$ cat config.mk
export PLATFORM = sky130hd
export DESIGN_NAME = pc_unit
export DESIGN_NICKNAME = d
export VERILOG_FILES = /design/src/rtl/pc_pkg.sv /design/src/rtl/pc_next.sv /design/src/rtl/pc_unit.sv
export SDC_FILE = /design/constraint.sdc
export NUM_CORES = 1
export LEC_CHECK = 0
export BUFFER_PORTS_ARGS = -buffer_cell sky130_fd_sc_hd__buf_2
export CORE_ASPECT_RATIO = 1.4
export CORE_MARGIN = 4
export CORE_UTILIZATION = 56
export DETAILED_ROUTE_END_ITERATION = 6
export PLACE_DENSITY_LB_ADDON = 0.05
export SLEW_MARGIN = 5
export SYNTH_ARGS = -nofsm -noshare
export SYNTH_HDL_FRONTEND = slang
export SYNTH_SLANG_ARGS = --single-unit
$ cat constraint.sdc
create_clock -name clk -period 11.4 [get_ports clk]
set_input_delay 0.57 -clock clk [delete_from_list [all_inputs] [get_ports clk]]
set_output_delay 0.57 -clock clk [all_outputs]
set_load 0.005 [all_outputs]
$ cat src/rtl/pc_pkg.sv
// Shared types and constants for the PC / next-address stage.
package pc_pkg;

    typedef enum logic [1:0] {
        BOOT   = 2'd0,
        RUN    = 2'd1,
        HALTED = 2'd2
    } pc_state_t;

    localparam logic [31:0] PC_STEP            = 32'd4;
    localparam logic [31:0] DEFAULT_RESET_ADDR = 32'h0000_0000;

    // Word offset of a branch immediate, sign-extended and scaled to bytes.
    function automatic logic [31:0] branch_offset(input logic [15:0] imm);
        return {{14{imm[15]}}, imm, 2'b00};
    endfunction

endpackage

$ cat src/rtl/pc_next.sv
// Combinational next-fetch-address selection: jr > jump > taken branch > PC+4.
// PC_ALIGN_CHECK_EN forces JR targets to word alignment and reports misalignment.
module pc_next
    import pc_pkg::*;
(
    input  logic [31:0] pc,
    input  logic        branch,
    input  logic        zero,
    input  logic [15:0] branch_imm,
    input  logic        jump,
    input  logic [25:0] jump_target,
    input  logic        jr,
    input  logic [31:0] jr_addr,
    output logic [31:0] next_pc,
    output logic [31:0] pc_plus4,
    output logic        jr_misaligned
);

    logic [31:0] jr_target_s;

    // JR target formation and misalignment detection
    always_comb begin
`ifdef PC_ALIGN_CHECK_EN
        jr_target_s   = {jr_addr[31:2], 2'b00};
        jr_misaligned = jr & (jr_addr[1:0] != 2'b00);
`else
        jr_target_s   = jr_addr;
        jr_misaligned = 1'b0;
`endif
    end

    // Priority mux; all adders wrap modulo 2^32
    always_comb begin
        pc_plus4 = pc + PC_STEP;
        if (jr) begin
            next_pc = jr_target_s;
        end else if (jump) begin
            next_pc = {pc_plus4[31:28], jump_target, 2'b00};
        end else if (branch && zero) begin
            next_pc = pc_plus4 + branch_offset(branch_imm);
        end else begin
            next_pc = pc_plus4;
        end
    end

endmodule

$ cat src/rtl/pc_unit.sv
// Program counter, run-control FSM (BOOT/RUN/HALTED) and retired-instruction counter.
// Optional macro PC_ALIGN_CHECK_EN enables JR alignment and the sticky misalign flag.
module pc_unit
    import pc_pkg::*;
#(
    parameter logic [31:0] RESET_ADDR = DEFAULT_RESET_ADDR
) (
    input  logic        clk,
    input  logic        reset,
    input  logic        en,
    input  logic        halt,
    input  logic        branch,
    input  logic        zero,
    input  logic [15:0] branch_imm,
    input  logic        jump,
    input  logic [25:0] jump_target,
    input  logic        jr,
    input  logic [31:0] jr_addr,
    output logic [31:0] PC,
    output logic [31:0] PC_plus4,
    output logic        valid,
    output logic [31:0] instr_count,
    output logic        misalign
);

    pc_state_t   state_q, state_d;
    logic [31:0] pc_q, pc_d;
    logic [31:0] count_q, count_d;
    logic        misalign_q, misalign_d;
    logic        valid_q, valid_d;
    logic [31:0] next_pc_s;
    logic        jr_misaligned_s;

    pc_next u_pc_next (
        .pc            (pc_q),
        .branch        (branch),
        .zero          (zero),
        .branch_imm    (branch_imm),
        .jump          (jump),
        .jump_target   (jump_target),
        .jr            (jr),
        .jr_addr       (jr_addr),
        .next_pc       (next_pc_s),
        .pc_plus4      (PC_plus4),
        .jr_misaligned (jr_misaligned_s)
    );

    // Next-state, PC advance and counter update
    always_comb begin
        state_d    = state_q;
        pc_d       = pc_q;
        count_d    = count_q;
        misalign_d = misalign_q;
        case (state_q)
            BOOT: begin
                state_d = RUN;
            end
            RUN: begin
                // halt wins over en: nothing retires on the halting edge
                if (halt) begin
                    state_d = HALTED;
                end else if (en) begin
                    pc_d = next_pc_s;
                    if (count_q != 32'hFFFF_FFFF) begin
                        count_d = count_q + 32'd1;
                    end else begin
                        count_d = count_q;
                    end
                    if (jr_misaligned_s) begin
                        misalign_d = 1'b1;
                    end else begin
                        misalign_d = misalign_q;
                    end
                end else begin
                    state_d = RUN;
                end
            end
            HALTED: begin
                state_d = HALTED;
            end
            default: begin
                state_d = BOOT;
            end
        endcase
        valid_d = (state_d == RUN);
    end

    // State, PC, counter and status registers
    always_ff @(posedge clk or posedge reset) begin
        if (reset) begin
            state_q    <= BOOT;
            pc_q       <= RESET_ADDR;
            count_q    <= 32'd0;
            misalign_q <= 1'b0;
            valid_q    <= 1'b0;
        end else begin
            state_q    <= state_d;
            pc_q       <= pc_d;
            count_q    <= count_d;
            misalign_q <= misalign_d;
            valid_q    <= valid_d;
        end
    end

    assign PC          = pc_q;
    assign valid       = valid_q;
    assign instr_count = count_q;
    assign misalign    = misalign_q;

endmodule

== Word level (Yosys, flattened, before mapping) ==
Index checks and enable logic that the tools add are counted.

* $add $sub $neg: 3
* Equality and inequality tests: 4
* Muxes and demuxes: 6
* Bitwise operators: 1
* Reductions and logical operators: 4

{| class="wikitable"
|+ Operators with widths
! cell !! number
|-
| $mux 32 || 3
|-
| $add 32x1->32 const B || 1
|-
| $add 32x3->32 const B || 1
|-
| $add 32x32->32 || 1
|-
| $ne 32x32->1 const B || 1
|-
| $pmux 2 s3 || 1
|-
| $eq 2x1->1 const B || 2
|-
| $mux 2 || 2
|-
| $reduce_and 4->1 || 1
|-
| $reduce_and 3->1 || 1
|-
| $eq 2x2->1 const B || 1
|-
| $logic_not 2->1 || 1
|-
| $logic_and 1x1->1 || 1
|-
| $not 1->1 || 1
|}

* Register bits: 67
* Input port bits: 82
* Output and inout bits: 98
* Logic and storage cells: 22

== Longest topological paths before layout ==
* Word-level depth: 5
* Depth in mapped cells: 15
* Depth with buffers taken out: 15

== Modules after synthesis ==
From an unflattened synthesis, not the netlist that was laid out.

* Cells, all modules: 754
* Area, all modules: 6023.3 um^2

{| class="wikitable"
|+ Modules (own cells, without submodules)
! module !! instances !! cells an instance !! area each (um^2) !! seq. area each (um^2)
|-
| pc_next || 1 || 461 || 3061.7 || 0.0
|-
| pc_unit || 1 || 293 || 2961.6 || 1701.6
|}

== Worst setup path before layout ==
No wires, ideal clock.

* Path type: reg-to-reg
* From: register pc_q[7] (netlist: PC[7])
* To: register pc_q[31] (netlist: PC[31])
* Arrival: 3.755 ns
* Required time: 11.268 ns
* Path slack: 7.513 ns
* Stages on the path, launching flop included: 15
* Clock period less this slack: 3.887 ns
* Cell sequence: dfrtp_1 -> and4_4 -> or4b_4 -> and2b_2 -> and4_1 -> xor2_1 -> ha_1 -> nand2_1 -> nor2_1 -> a21o_1 -> and2_1 -> o311ai_1 -> or2b_1 -> a2111oi_1 -> o21ai_1

* Cells in the longest elaborated chain, start to end: 5

{| class="wikitable"
|+ RTL lines
! item !! line !! source
|-
| start: declaration || pc_unit.sv:27 || <nowiki>logic [31:0] pc_q, pc_d;</nowiki>
|-
| start signal: assignment || pc_unit.sv:98 || <nowiki>pc_q <= pc_d;</nowiki>
|-
| $add 32x3->32 || pc_next.sv:34 || <nowiki>pc_plus4 = pc + PC_STEP;</nowiki>
|-
| via PC_plus4[19] || pc_unit.sv:20 || <nowiki>output logic [31:0] PC_plus4,</nowiki>
|-
| $add 32x32->32 || pc_next.sv:40 || <nowiki>next_pc = pc_plus4 + branch_offset(branch_imm);</nowiki>
|-
| $mux 32 || pc_next.sv:39 || <nowiki>end else if (branch && zero) begin</nowiki>
|-
| $mux 32 || pc_next.sv:37 || <nowiki>end else if (jump) begin</nowiki>
|-
| $mux 32 || pc_next.sv:35 || <nowiki>if (jr) begin</nowiki>
|}

The timed path passes the listed nets, and every way through them passes these cells.
A chain may end at the register's enable or synchronous reset.

== Final worst setup path ==
* From: register pc_q[7] (netlist: PC[7])
* To: register pc_q[31] (netlist: PC[31])

* Cells in the longest elaborated chain, start to end: 5

{| class="wikitable"
|+ RTL lines
! item !! line
|-
| $add 32x3->32 (*) || pc_next.sv:34
|-
| $add 32x32->32 || pc_next.sv:40
|-
| $mux 32 || pc_next.sv:39
|-
| $mux 32 (*) || pc_next.sv:37
|-
| $mux 32 (*) || pc_next.sv:35
|}

Every way passes the cells marked *; elsewhere a longest branch is shown, timed or not.

==> summary.md <==
| Metric | Value |
|---|---|
| Ys async rst share | 100.0% |
| Setup crit start kind | flop |
| Syn Nets | 809 |
| DR vias/cell | about 6 |
| # hold bufs at CTS | 0 |
| Pwr Total | 1.612 mW |
| MaxCap Viol Count | 0 |
| Post-synthesis sequential area ratio | 29.78% |
| Final period util | between 30% and 40% |
| Placement Setup Slack | 7.245 ns |
| Mean Syn Cell Area | 8.170 sq um |
| Cell area after synthesis | 5629 sq um |
| Post-CTS Setup Bufs | 0 |
| WS Path Type | flop to flop |
| Total GRT Usage | 32.16% |
| Core Area | 9846 sq um |
| CP required | 11.61 ns |
| Clk sinks | 67 |
| Drc violations | 0 |
| Nets@finish | 979 |
| Post-synth top flop | dfrtp_1 |
| Clk buf depth | 2 |
| Fin. max-slew vios | 0 |
| H-tree Lvls | 3 |
| Rel. slew slack | 42.64% |
| WP buf/inv | 0 |
| Peak supply drop | ~0.00013 V |
| Post-synth EDFFs | 0 |
| Min-delay worst type | input port to asynchronous set/reset pin |
| Cts repair resizes | 0 |
| Yosys warns | 0 |
| Actual slew at the worst max-slew pin | 0.8604 ns |
| Fmax | 237.3 MHz |
| Initial Util | 57.17% |
| RSZ-0062 raised after global routing | false |
| Wire length per cell | between 15 and 20 um |
| Worst EP arrival | 4.42 ns |
| Pleak | 3.334 nW |
| Cell family with most CP delay | simple AND/OR/NAND/NOR gates |
| Syn-to-layout area delta | 23.05% |
| Pwr dens | 232.8 nW/um^2 |
| Input/output buffers | 178 |
| Setup TNS | 0 ns |
| Grt ovf | 0 |
| DPL Wire Length | 14.33 mm |
| Synth cell types | 68 |
| Final std cells w/o fill | 999 |
| Placed Cells | 983 |
| Slowest stage delay, CP | 0.54 ns |
| Finished Cell Area | 6927 sq um |
| Final WL | 18.88 mm |
| Vias post-DR | about 6000 |
| Initial antenna violation count | 0 |
| Register area | about 1700 sq um |
| Number of diodes | 0 |
| Status | complete, no violations |
| Placement row count | 43 |
| Layout cell share with drive strength beyond 1 | about 25% |
| Clk_lat worst skew | 0.34 ns |
| Final core occ | slightly above 70% |
| Synthesized netlist cell count | 689 |
| TritonRoute pass-1 iters | 5 |
| Final Worst Setup Slack | approximately 7.2 ns |
| Crit end category | flop |
| CTS tree | yes |
| Global-route wire length before repair | 29.88 mm |
| CP max-delay cell | or4b_4 |
| Area of the multi-input gates | 3776 sq um |
| CTS root buf | clkbuf_16 |
| Final hold slack | 0.4730 ns |
| Die Footprint | 11740 sq um |
| Num CTS Buffers | 9 |
| Ports | 180 |
| CTS clk-pin slew, worst paths | 0.06 ns |
| Die height | between 100 and 150 um |
| Placed instance area | about 6600 sq um |
| Chip width | a little over 90 um |
| Initial drt markers | approximately 470 |
| Vias in the first global route | 5898 |
| Register bit total from synthesis | 67 |
| Crit-path cells | and4_4 -> or4b_4 -> and2b_2 -> and4_1 -> xor2_1 -> ha_1 -> nand2_1 -> nor2_1 -> a21o_1 -> and2_1 -> o311ai_1 -> or2b_1 -> a2111oi_1 -> o21ai_1 |
| Final hold violation count | 0 |
| # fillers | 879 |
| Antenna Violating Nets Remaining | 0 |
| Setup Skew | between 0.009 and 0.01 ns |
| Gpl congestion | 0.9494 |
| Tmin final | 4.214 ns |
| Setup Viol. Count Final | 0 |
| CP max FO | 7 |
| Largest net degree at the start of global routing | 68 |
-- worst paths after layout --
| check | startpoint | endpoint | slack [ns] | depth (start not counted) |
|---|---|---|---|---|
| hold reg to reg | instr_count[16] | instr_count[16] | 0.49 | 1 |
| min in group clk | jr_addr[0] | PC[0] | 0.49 | 2 |
| setup reg to reg | PC[7] | PC[31] | 7.19 | 14 |
| max in group asynchronous | reset | PC[5] | 10.35 | 3 |
| hold / removal | reset | instr_count[13] | 0.47 | 3 |
| setup / recovery | PC[7] | PC[31] | 7.19 | 14 |
-- cells in the mapped netlist, drive strengths merged, types with 3 or more instances --
library cell / count / area share [%]
clkbuf: 13 / 0.87
a221oi: 5 / 0.78
dfrtp: 67 / 30
mux2i: 4 / 0.71
o31ai: 9 / 1.2
xnor2: 51 / 7.9
nand3: 30 / 2.7
a31oi: 7 / 0.78
xor2: 32 / 5.0
a21o: 11 / 1.5
o211ai: 9 / 1.2
ha: 37 / 8.2
nor4: 7 / 1.2
buf: 11 / 1.4
nor3: 14 / 1.2
a41oi: 3 / 0.47
nand2: 79 / 5.3
and2: 4 / 0.44
and4: 7 / 1.1
o22ai: 10 / 1.1
nand4: 18 / 2.0
o21ai: 46 / 4.1
o21bai: 4 / 0.53
nor2: 66 / 4.4
a211oi: 12 / 1.6
and3: 10 / 1.1
a2111oi: 3 / 0.49
inv: 13 / 0.87
a21oi: 65 / 5.8
nand2b: 5 / 0.56
-- logic make-up after synthesis --
logic type / after synthesis / synth area share (%)
xor+xnor: 83 / 12.91
buf+inv: 40 / 3.490
other cells: 1 / 0.06662
compound gates: 201 / 22.23
simple gates: 254 / 22.03
mux: 5 / 0.9113
fa+ha+maj: 38 / 8.580
flops: 67 / 29.78
-- routing by layer --
metal	share of wire (%)	vias up	GRT usage, %
li1	-	2868	-
met5	0	-	0
met1	39	2831	36.92
met2	52	257	56.45
met3	5.9	51	6.287
met4	3.9	0	16.31
-- report_power, final --
part           total (mW)  switching, mW  internal, mW
Sequential          0.405          0.101         0.304
Clock               0.292          0.114         0.178
Combinational       0.916          0.523         0.393
-- registers in the layout (all words and copies together) (netlist names) --
signal and count:
instr_count 32, PC 32, state_q 2, valid 1
-- cell usage in the layout (no fill, tap or decap), types with 7 or more instances in the layout --
| cell type | Yosys | layout |
|---|---|---|
| buf_2 | 2 | 178 |
| nand2_1 | 79 | 79 |
| dfrtp_1 | 67 | 67 |
| nor2_1 | 66 | 66 |
| a21oi_1 | 65 | 65 |
| xnor2_1 | 51 | 51 |
| o21ai_0 | 45 | 45 |
| ha_1 | 37 | 37 |
| xor2_1 | 32 | 32 |
| nand3_1 | 30 | 30 |
| nand4_1 | 18 | 18 |
| nor3_1 | 14 | 14 |
| inv_1 | 13 | 12 |
| a211oi_1 | 12 | 12 |
| a21o_1 | 11 | 11 |
| o22ai_1 | 10 | 10 |
| and3_1 | 10 | 10 |
| o211ai_1 | 9 | 9 |
| o31ai_1 | 9 | 9 |
| clkbuf_16 | 0 | 9 |
| a31oi_1 | 7 | 7 |
-- area by class of cell --
cell class / count / share of cell area [%]
well taps: 135 / 2.439
flip-flops and latches: 67 / 24.21
multi-input cells: 582 / 54.52
inverters: 15 / 0.8309
clock buffers: 10 / 3.450
clock inverters: 6 / 1.048
repair buffers: 184 / 13.51
-- tightest hold or removal path, delay by kind of cell --
| family | cells | cell delay [ns] |
|---|---|---|
| buf+inv | 3 | 0.78 |
Power figures use the tool's default switching activity.
